==> config.mk <==
export PLATFORM = sky130hd
export DESIGN_NAME = matmul_seq_ctrl
export DESIGN_NICKNAME = d
export VERILOG_FILES = /design/src/rtl/matmul_seq_ctrl.sv
export SDC_FILE = /design/constraint.sdc
export NUM_CORES = 1
export LEC_CHECK = 0
export BUFFER_PORTS_ARGS = -buffer_cell sky130_fd_sc_hd__buf_2
export CORE_ASPECT_RATIO = 1.2
export CORE_UTILIZATION = 30
export CTS_CLUSTER_SIZE = 30
export DETAILED_ROUTE_END_ITERATION = 10
export MAX_ROUTING_LAYER = met4
export PLACE_DENSITY = 0.52
export SLEW_MARGIN = 30
export SYNTH_ARGS = -nofsm -noshare
export SYNTH_HDL_FRONTEND = slang
export SYNTH_SLANG_ARGS = --single-unit
==> constraint.sdc <==
create_clock -name clk -period 3.85 [get_ports clk]
set_input_delay 0.5775 -clock clk [delete_from_list [all_inputs] [get_ports clk]]
set_output_delay 0.5775 -clock clk [all_outputs]
set_load 0.01 [all_outputs]
==> src/rtl/matmul_seq_ctrl.sv <==
// ---------------------------------------------------------------------------
// matmul_seq_ctrl
//
// Top-level sequencer for the matrix multiplier. Bytes from the UART
// receiver are steered into the A operand memory, then the B operand
// memory (N*N elements each). The multiply core is then started and
// awaited. After that, MEM_to_TX is enabled until it reports the last
// result byte, and the block returns to loading A.
//
// Handshakes: rx_valid is a one-cycle strobe with no ready/back-pressure.
// Every strobe seen in LOAD_A/LOAD_B is written exactly one cycle later.
// A strobe seen in any other state is dropped and sets the sticky overrun
// flag. mul_done is only honoured in MUL_WAIT and tx_done only in TX. At
// any other time they are ignored, whether they are pulses or levels.
//
// Ports:
//   clk         system clock
//   rst         asynchronous, active-high reset
//   rx_valid    byte strobe from the UART receiver
//   rx_data     received byte, valid with rx_valid
//   a_we        A operand memory write enable (one cycle per byte)
//   b_we        B operand memory write enable (one cycle per byte)
//   wr_addr     operand memory write address
//   wr_data     operand memory write data
//   mul_start   one-cycle start pulse to the multiply core
//   mul_done    multiply core completion
//   read_R_mat  level enable to MEM_to_TX while the result is being sent
//   tx_done     MEM_to_TX reports the last result byte sent
//   busy        high in MUL_START, MUL_WAIT and TX
//   overrun     sticky: a byte arrived while not loading
//   state       current state encoding, for debug
//
// AW must satisfy 2**AW >= N*N so that every element has an address.
// ---------------------------------------------------------------------------
module matmul_seq_ctrl #(
    parameter int N  = 3,
    parameter int DW = 8,
    parameter int AW = 4
) (
    input  logic          clk,
    input  logic          rst,
    input  logic          rx_valid,
    input  logic [DW-1:0] rx_data,
    output logic          a_we,
    output logic          b_we,
    output logic [AW-1:0] wr_addr,
    output logic [DW-1:0] wr_data,
    output logic          mul_start,
    input  logic          mul_done,
    output logic          read_R_mat,
    input  logic          tx_done,
    output logic          busy,
    output logic          overrun,
    output logic [2:0]    state
);

    typedef enum logic [2:0] {
        LOAD_A    = 3'd0,
        LOAD_B    = 3'd1,
        MUL_START = 3'd2,
        MUL_WAIT  = 3'd3,
        TX        = 3'd4
    } state_t;

    localparam logic [AW-1:0] LAST_IDX = AW'(N * N - 1);

    state_t        cur_state;
    state_t        nxt_state;
    logic [AW-1:0] cnt;
    logic [AW-1:0] cnt_nxt;
    logic          a_we_nxt;
    logic          b_we_nxt;
    logic [AW-1:0] addr_nxt;
    logic [DW-1:0] data_nxt;
    logic          ovr_nxt;
    logic          loading;

    assign loading = (cur_state == LOAD_A) || (cur_state == LOAD_B);

    // -----------------------------------------------------------------------
    // Next-state and next-output logic.
    // -----------------------------------------------------------------------
    always_comb begin
        nxt_state = cur_state;
        cnt_nxt   = cnt;
        a_we_nxt  = 1'b0;
        b_we_nxt  = 1'b0;
        addr_nxt  = wr_addr;
        data_nxt  = wr_data;
        ovr_nxt   = overrun;

        // A byte outside the loading states is lost.
        if (rx_valid && !loading) begin
            ovr_nxt = 1'b1;
        end

        case (cur_state)
            LOAD_A, LOAD_B: begin
                if (rx_valid) begin
                    a_we_nxt = (cur_state == LOAD_A);
                    b_we_nxt = (cur_state == LOAD_B);
                    addr_nxt = cnt;
                    data_nxt = rx_data;
                    if (cnt == LAST_IDX) begin
                        // The state moves on in the same cycle that the
                        // last element's write strobe is issued.
                        cnt_nxt   = '0;
                        nxt_state = (cur_state == LOAD_A) ? LOAD_B : MUL_START;
                    end else begin
                        cnt_nxt = cnt + 1'b1;
                    end
                end
            end
            MUL_START: begin
                // Single cycle. A mul_done seen here is stale and ignored.
                nxt_state = MUL_WAIT;
            end
            MUL_WAIT: begin
                if (mul_done) begin
                    nxt_state = TX;
                end
            end
            TX: begin
                if (tx_done) begin
                    nxt_state = LOAD_A;
                    cnt_nxt   = '0;
                end
            end
            default: begin
                nxt_state = LOAD_A;
                cnt_nxt   = '0;
            end
        endcase
    end

    // -----------------------------------------------------------------------
    // State register and registered outputs. The strobes and levels are
    // decoded from the next state. This makes them line up exactly with
    // the cycles the FSM spends in the matching state.
    // -----------------------------------------------------------------------
    always_ff @(posedge clk or posedge rst) begin
        if (rst) begin
            cur_state  <= LOAD_A;
            cnt        <= '0;
            a_we       <= 1'b0;
            b_we       <= 1'b0;
            wr_addr    <= '0;
            wr_data    <= '0;
            mul_start  <= 1'b0;
            read_R_mat <= 1'b0;
            busy       <= 1'b0;
            overrun    <= 1'b0;
        end else begin
            cur_state  <= nxt_state;
            cnt        <= cnt_nxt;
            a_we       <= a_we_nxt;
            b_we       <= b_we_nxt;
            wr_addr    <= addr_nxt;
            wr_data    <= data_nxt;
            mul_start  <= (nxt_state == MUL_START);
            read_R_mat <= (nxt_state == TX);
            busy       <= (nxt_state == MUL_START) || (nxt_state == MUL_WAIT) ||
                          (nxt_state == TX);
            overrun    <= ovr_nxt;
        end
    end

    assign state = cur_state;

endmodule

==> results by group, run 1 <==
Power
  – Leak pwr: about 0.0007 µW
  – Peak supply drop: about 210 µV
  – P_int: roughly 560 µW
  – Comb power frac: 0.334
  – Reg power frac: 0.488
  – P per Cell Area: 663 nW/µm²
  – Switching Share: 0.355
  – Clock power frac: 0.177
  – Switch Pwr: ~300 µW

Synthesis
  – Largest family of logic cells by synthesized area: simple AND/OR/NAND/NOR gates
  – Synth Area in XOR/XNOR: 0
  – Fraction of synthesized area in multiplexers: 0
  – Cell count after synthesis: about 110
  – Adder-Cell Fraction of Synth Area: 0.0233
  – Synth cell types: 34
  – Post-Syn Nets: around 120
  – Synth Area in Simple Gates: 0.258
  – Synthesized area per cell: just over 10 µm²
  – Post-Synthesis Cell Area: 1080 µm²
  – Yosys reg bits: 25
  – Synth Area in Compound Gates: 0.0895
  – Post-synthesis sequential area ratio: 0.581
  – Yosys warning total: 0

Timing
  – Fmax: roughly 540 MHz
  – Slew headroom: 0.626
  – Final min period: 1.86 ns
  – Tcrit/Tclk final: 0.482
  – Unrepaired setup endpoints after global routing: no
  – Max-slew violations: 0
  – Setup TNS: 0 ns
  – Tightest Pin Transition: around 0.56 ns
  – Final Hold Viols: 0
  – Final setup viols: 0
  – Final Skew: 0.00686 ns

Clock tree
  – CTS tree: built
  – Clock Sinks: 25
  – CTS Hold Bufs: 0
  – Inserted Clock Buffers: 3
  – CTS-repair resized insts: 0
  – Clock buffer depth: 2
  – Htree depth: 1
  – CTS Root Buffer Type: clkbuf_8
  – Worst skew pair latency: 0.26 ns
  – Post-CTS Repair Setup Buffers: 0
  – Clock transition at path regs: 0.09 ns

Die
  – Die H: between 60 and 70 µm
  – Die area: 3830 µm²
  – Std cell rows: 23
  – Core area: 3400 µm²
  – Starting Density: 0.317
  – Die width: about 57 µm
  – Total I/O pin count: 34

Run
  – Max_cap viols: 0

Critical path
  – CP max FO: 18
  – Crit. End Element: flop
  – Arrival @ worst endpoint: about 2 ns
  – Slowest cell on crit path: or3b_1
  – CP cell instances: or3b_1 -> or4b_1 -> nand3b_1
  – Kind of critical path: reg2reg
  – CP max stage delay: 0.67 ns
  – Startpoint types: flop
  – CP required: approximately 4 ns

GRT
  – Vias in the first global route: just under 800
  – Initial antenna violation count: 0
  – Largest net degree at the start of global routing: 26
  – First-pass GRT wire length: 3540 µm
  – Total GRT Usage: 0.120
  – GR Overflow Total: 0

Finish
  – Area Overhead vs Synth: 21.5%
  – Post-Layout Cell Count: between 150 and 200
  – Share of layout cells above drive strength 1: 0.281
  – Ant diodes: 0
  – Most frequent cells in the layout: nand2_1 (34), buf_2 (33), dfrtp_1 (25)
  – Nets: approximately 160
  – Commonest non-fill, non-tap cell in the layout: nand2_1

Route
  – DR iter-0 viols: 39
  – Vias per cell: approximately 4.6
  – Drt drc: 9
  – Total Routed Length: between 2000 and 2500 µm
  – Antenna Nets Post-Route: 0
  – DR pass1 iterations: 7
  – WL/cell: about 12 µm
  – Routed vias: roughly 820

Placement
  – Dpl hpwl: 1450 µm
  – Port Buf Inserts: 33
  – RD Place Congestion: around 0.67
  – Post-placement cell count: approximately 170

Run status
  – Failing checks: design-rule violations
  – Status: finished, violations left

Worst hold path
  – Hold Crit Class: in2async
cells by family (layout without fill, tap and decap cells):
group | after synthesis | count (layout)
DFF | 25 | 25
buffers and inverters | 11 | 43
AOI/OAI and AO/OA | 14 | 14
adders and majority gates | 2 | 2
and+or+nand+nor | 55 | 55
registers in the layout, indices dropped and copies added (netlist names):
register	count
a_we	1
b_we	1
busy	1
cnt	4
mul_start	1
overrun	1
read_R_mat	1
state	3
wr_addr	4
wr_data	8
worst paths after layout:
check | startpoint | cells after the start | slack (ns) | to
setup / recovery | state[1] | 3 | 1.99 | cnt[3]
hold / removal | rst | 2 | 0.35 | cnt[1]
setup reg to reg | state[1] | 3 | 1.99 | cnt[3]
hold reg to reg | overrun | 1 | 0.46 | overrun
max in group asynchronous | rst | 2 | 3.15 | cnt[3]
min in group clk | overrun | 1 | 0.46 | overrun
power groups by stage:
stage                     Clock [µW]  Combinational, µW  Sequential [µW]
final                            154                290              423
after global routing             168                331              442
after CTS                        158                294              425
after detailed placement           0                293              431
after global placement             0                288              427
after floorplan                    0                173              441
synthesized netlist by cell type (all sizes together):
cell type | count | area (µm²)
a2111oi | 1 | 8.76
a21oi | 1 | 5.00
dfrtp | 25 | 626
clkbuf | 3 | 11.3
nor3b | 2 | 20.0
o211ai | 1 | 7.51
a211oi | 1 | 7.51
nand2 | 34 | 128
inv | 5 | 18.8
nor2 | 3 | 11.3
or3 | 1 | 6.26
or4 | 1 | 7.51
nor2b | 1 | 6.26
buf | 3 | 21.3
a22o | 1 | 8.76
and4 | 1 | 8.76
a21o | 1 | 7.51
or3b | 1 | 8.76
and4b | 1 | 10.0
a221o | 1 | 10.0
o21ai | 5 | 25.0
and2 | 1 | 6.26
nand3b | 2 | 15.0
or4b | 1 | 10.0
nand3 | 1 | 5.00
o31a | 1 | 8.76
nor3 | 1 | 5.00
and3 | 1 | 6.26
a21boi | 1 | 7.51
nand2b | 1 | 6.26
ha | 2 | 25.0
and3b | 2 | 17.5
metrics by stage:
step	utilization	power, µW	worst slack (ns)	hold slack [ns]	area [µm²]
floorplan	-	613	2.19	0.504	1080
global placement	0.372	716	1.88	0.446	1260
detailed placement	0.372	724	1.84	0.453	1260
CTS	0.385	878	1.99	0.474	1310
global route	0.385	942	1.91	0.388	1310
finish	0.385	867	1.99	0.346	1310
layout make-up:
class                   instances  area [µm²]
fillers                       352        2090
inverters                       5        18.8
clock buffers                   4        45.0
flip-flops and latches         25         626
well taps                      37        46.3
multi-input cells              71         399
repair buffers                 34         173
metal layers:
layer  GRT usage  up-vias  part of all wire
met5           -        -                 0
met3      0.0134        2             0.035
li1            -      420                 -
met4      0.0469        0             0.012
met2       0.204       18              0.50
met1       0.146      375              0.45
worst max-delay path: cells and delay by family (launching register included):
kind	cells	cell delay, ns
flops	1	0.49
simple gates	3	1.31
Note: power is estimated with default switching activity, not from simulation.
==> run 2, diff against run 1 <==
ABC_AREA = 1   (was not set)
PLACE_DENSITY = 0.54   (was 0.52)
clock period = 1.7 ns   (was 3.85 ns; I/O delays follow)
==> results by group, run 2 <==
Run status
  – Status: finished, violations left
  – Failing checks: design-rule violations

Clock tree
  – Clock transition at path regs: 0.09 ns
  – CTS Root Buffer Type: clkbuf_8
  – Worst skew pair latency: 0.27 ns
  – Clock buffer depth: 2
  – CTS-repair resized insts: 0
  – CTS tree: built
  – Inserted Clock Buffers: 3
  – Htree depth: 1
  – Clock Sinks: 25

Timing
  – Final Hold Viols: 0
  – Final min period: about 1.3 ns
  – Fmax: roughly 780 MHz
  – Slew headroom: 0.775
  – Setup TNS: 0 ns
  – Final Skew: ~0.0050 ns
  – Max-slew violations: 0
  – Tcrit/Tclk final: 0.756
  – Unrepaired setup endpoints after global routing: no
  – Final setup viols: 0
  – Tightest Pin Transition: roughly 0.34 ns
  – Setup ws final: just over 0.4 ns

Finish
  – Share of layout cells above drive strength 1: 0.273
  – FILL cells: about 370
  – Nets: 177
  – Max reg flops: 8
  – Ant diodes: 0
  – Seq. cell area: 626 µm²
  – Multi-input gate area: approximately 380 µm²
  – Reg with most FFs: wr_data
  – Commonest non-fill, non-tap cell in the layout: nand2_1
  – Area Overhead vs Synth: 24.3%
  – Util after Layout: 0.394
  – Most frequent cells in the layout: nand2_1 (53), buf_2 (33), dfrtp_1 (25)
  – Largest regs: wr_data x8, cnt x4, wr_addr x4

GRT
  – Largest net degree at the start of global routing: 20
  – Total GRT Usage: 0.135
  – Vias in the first global route: between 800 and 900
  – First-pass GRT wire length: 3680 µm
  – GR Overflow Total: 0
  – Initial antenna violation count: 0

Critical path
  – Arrival @ worst endpoint: about 1.5 ns
  – CP max stage delay: ~0.43 ns
  – Most Frequent Cell on Critical Path: nand2_1
  – CP max FO: 5
  – Slowest cell on crit path: dfrtp_1
  – Crit. End Element: flop
  – Kind of critical path: reg2reg
  – CP required: roughly 1.9 ns
  – Startpoint types: flop
  – CP cell instances: inv_1 -> ha_1 -> nand2_1 -> nor2_1 -> nor2_4 -> nand2_1 -> nand2_1

Synthesis
  – Synth top cells by count: nand2_1 (53), dfrtp_1 (25), inv_1 (14)
  – Synthesized area per cell: around 8.7 µm²
  – Share of the synthesized area in the top cell type: 0.581
  – Post-Syn Nets: roughly 140
  – Most used DFF post-synth: dfrtp_1
  – Synth cell types: 18
  – Synth area leader: dfrtp_1
  – Cell count after synthesis: about 120
  – Most frequent cell after synthesis: nand2_1
  – Post-Synthesis Cell Area: about 1100 µm²
  – Asr flop ratio synth: 1.00
  – Top cells by area, synth: dfrtp_1 (58%), nand2_1 (18%), inv_1 (4.9%), nor2_1 (3.1%), ha_1 (2.3%)
  – Yosys warning total: 0
  – Post-synth EDFFs: 0
  – Post-synthesis sequential area ratio: 0.581
  – Yosys reg bits: 25

Run
  – Max_cap viols: 0

Die
  – Die width: roughly 57 µm
  – Total I/O pin count: 34
  – Die H: around 68 µm
  – Core area: ~3400 µm²
  – Starting Density: 0.317
  – Die area: about 3800 µm²
  – Std cell rows: 23

Power
  – Switch Pwr: 789 µW
  – Clock power frac: 0.178
  – Leak pwr: around 0.0008 µW
  – P_int: around 1200 µW
  – Switching Share: 0.388
  – Peak supply drop: ~490 µV
  – P per Cell Area: approximately 1500 nW/µm²
  – Comb power frac: 0.358
  – Reg power frac: 0.464

Route
  – DR iter-0 viols: between 40 and 50
  – Drt drc: 10
  – Vias per cell: ~4.5
  – WL/cell: approximately 11 µm
  – Antenna Nets Post-Route: 0
  – Routed vias: ~900
  – Total Routed Length: approximately 2300 µm
  – DR pass1 iterations: 7

Placement
  – RD Place Congestion: roughly 0.75
  – Dpl hpwl: 1730 µm
  – Port Buf Inserts: 33
  – Pre-CTS setup slack: approximately 0.42 ns

Worst hold path
  – Hold Crit Class: in2reg
-- run 2: cell count changes after synthesis, sizes merged, moves of 3 or more --
cell	before	now
nand2	34	54
clkbuf	3	0
nand3	1	5
nor2	3	11
inv	5	15
-- run 2: layer usage --
layer  track usage  vias up  share of wire
met5             -        -              0
met4         0.103        0          0.031
met3        0.0249        5          0.051
met2         0.220       25           0.48
met1         0.147      415           0.43
li1              -      445              -
-- run 2: final timing paths --
kind	slack (ns)	end	from	depth (start not counted)
setup / recovery	0.41	cnt[3]	cnt[0]	7
hold / removal	0.17	wr_data[7]	rx_data[7]	3
setup reg to reg	0.41	cnt[3]	cnt[0]	7
hold reg to reg	0.48	overrun	overrun	1
max in group asynchronous	0.68	wr_addr[2]	rst	4
min in group asynchronous	0.47	wr_data[4]	rst	3
-- run 2: area by class of cell --
type | count | share of cell area
Sequential cell | 25 | 0.467
Multi-Input combinational cell | 82 | 0.283
Timing Repair Buffer | 35 | 0.136
Inverter | 15 | 0.0421
Tap cell | 37 | 0.0346
Clock buffer | 3 | 0.0308
Clock inverter | 1 | 0.00561
-- run 2: per-stage QoR --
step	power [µW]	instances	instance area (µm²)	hold slack (ns)
global route	2210	198	1340	0.163
detailed placement	1700	193	1280	0.230
finish	2040	198	1340	0.165
floorplan	1420	124	1080	0.282
CTS	2070	198	1340	0.162
global placement	1670	193	1280	0.220
-- run 2: power by group through the flow --
stage	clock network, µW	registers (µW)	logic, µW
4_1_cts	376	946	749
6_report	361	945	729
3_5_place_dp	0	956	746
2_1_floorplan	0	1000	423
5_1_grt	396	972	841
3_3_place_gp	0	951	724
-- run 2: critical path: cells and delay by family, from the launching register on --
family | cells | cell delay [ns]
simple gates | 5 | 0.46
flops | 1 | 0.43
fa+ha+maj | 1 | 0.18
buf+inv | 1 | 0.11
-- run 2: cells by family after synthesis --
kind of cell	count (synthesis)	share of synthesized area
xor gates and xnor gates	1	0.00813
and+or+nand+nor	73	0.287
DFF	25	0.581
buffers and inverters	17	0.0674
adders and majority gates	2	0.0232
AOI/OAI and AO/OA	6	0.0337
-- run 2: repair_timing --
item                       4_1_cts  5_1_grt
buffers inserted                 0        0
setup endpoints to repair        0        0
hold endpoints to repair         8        0
hold buffers                     1        0
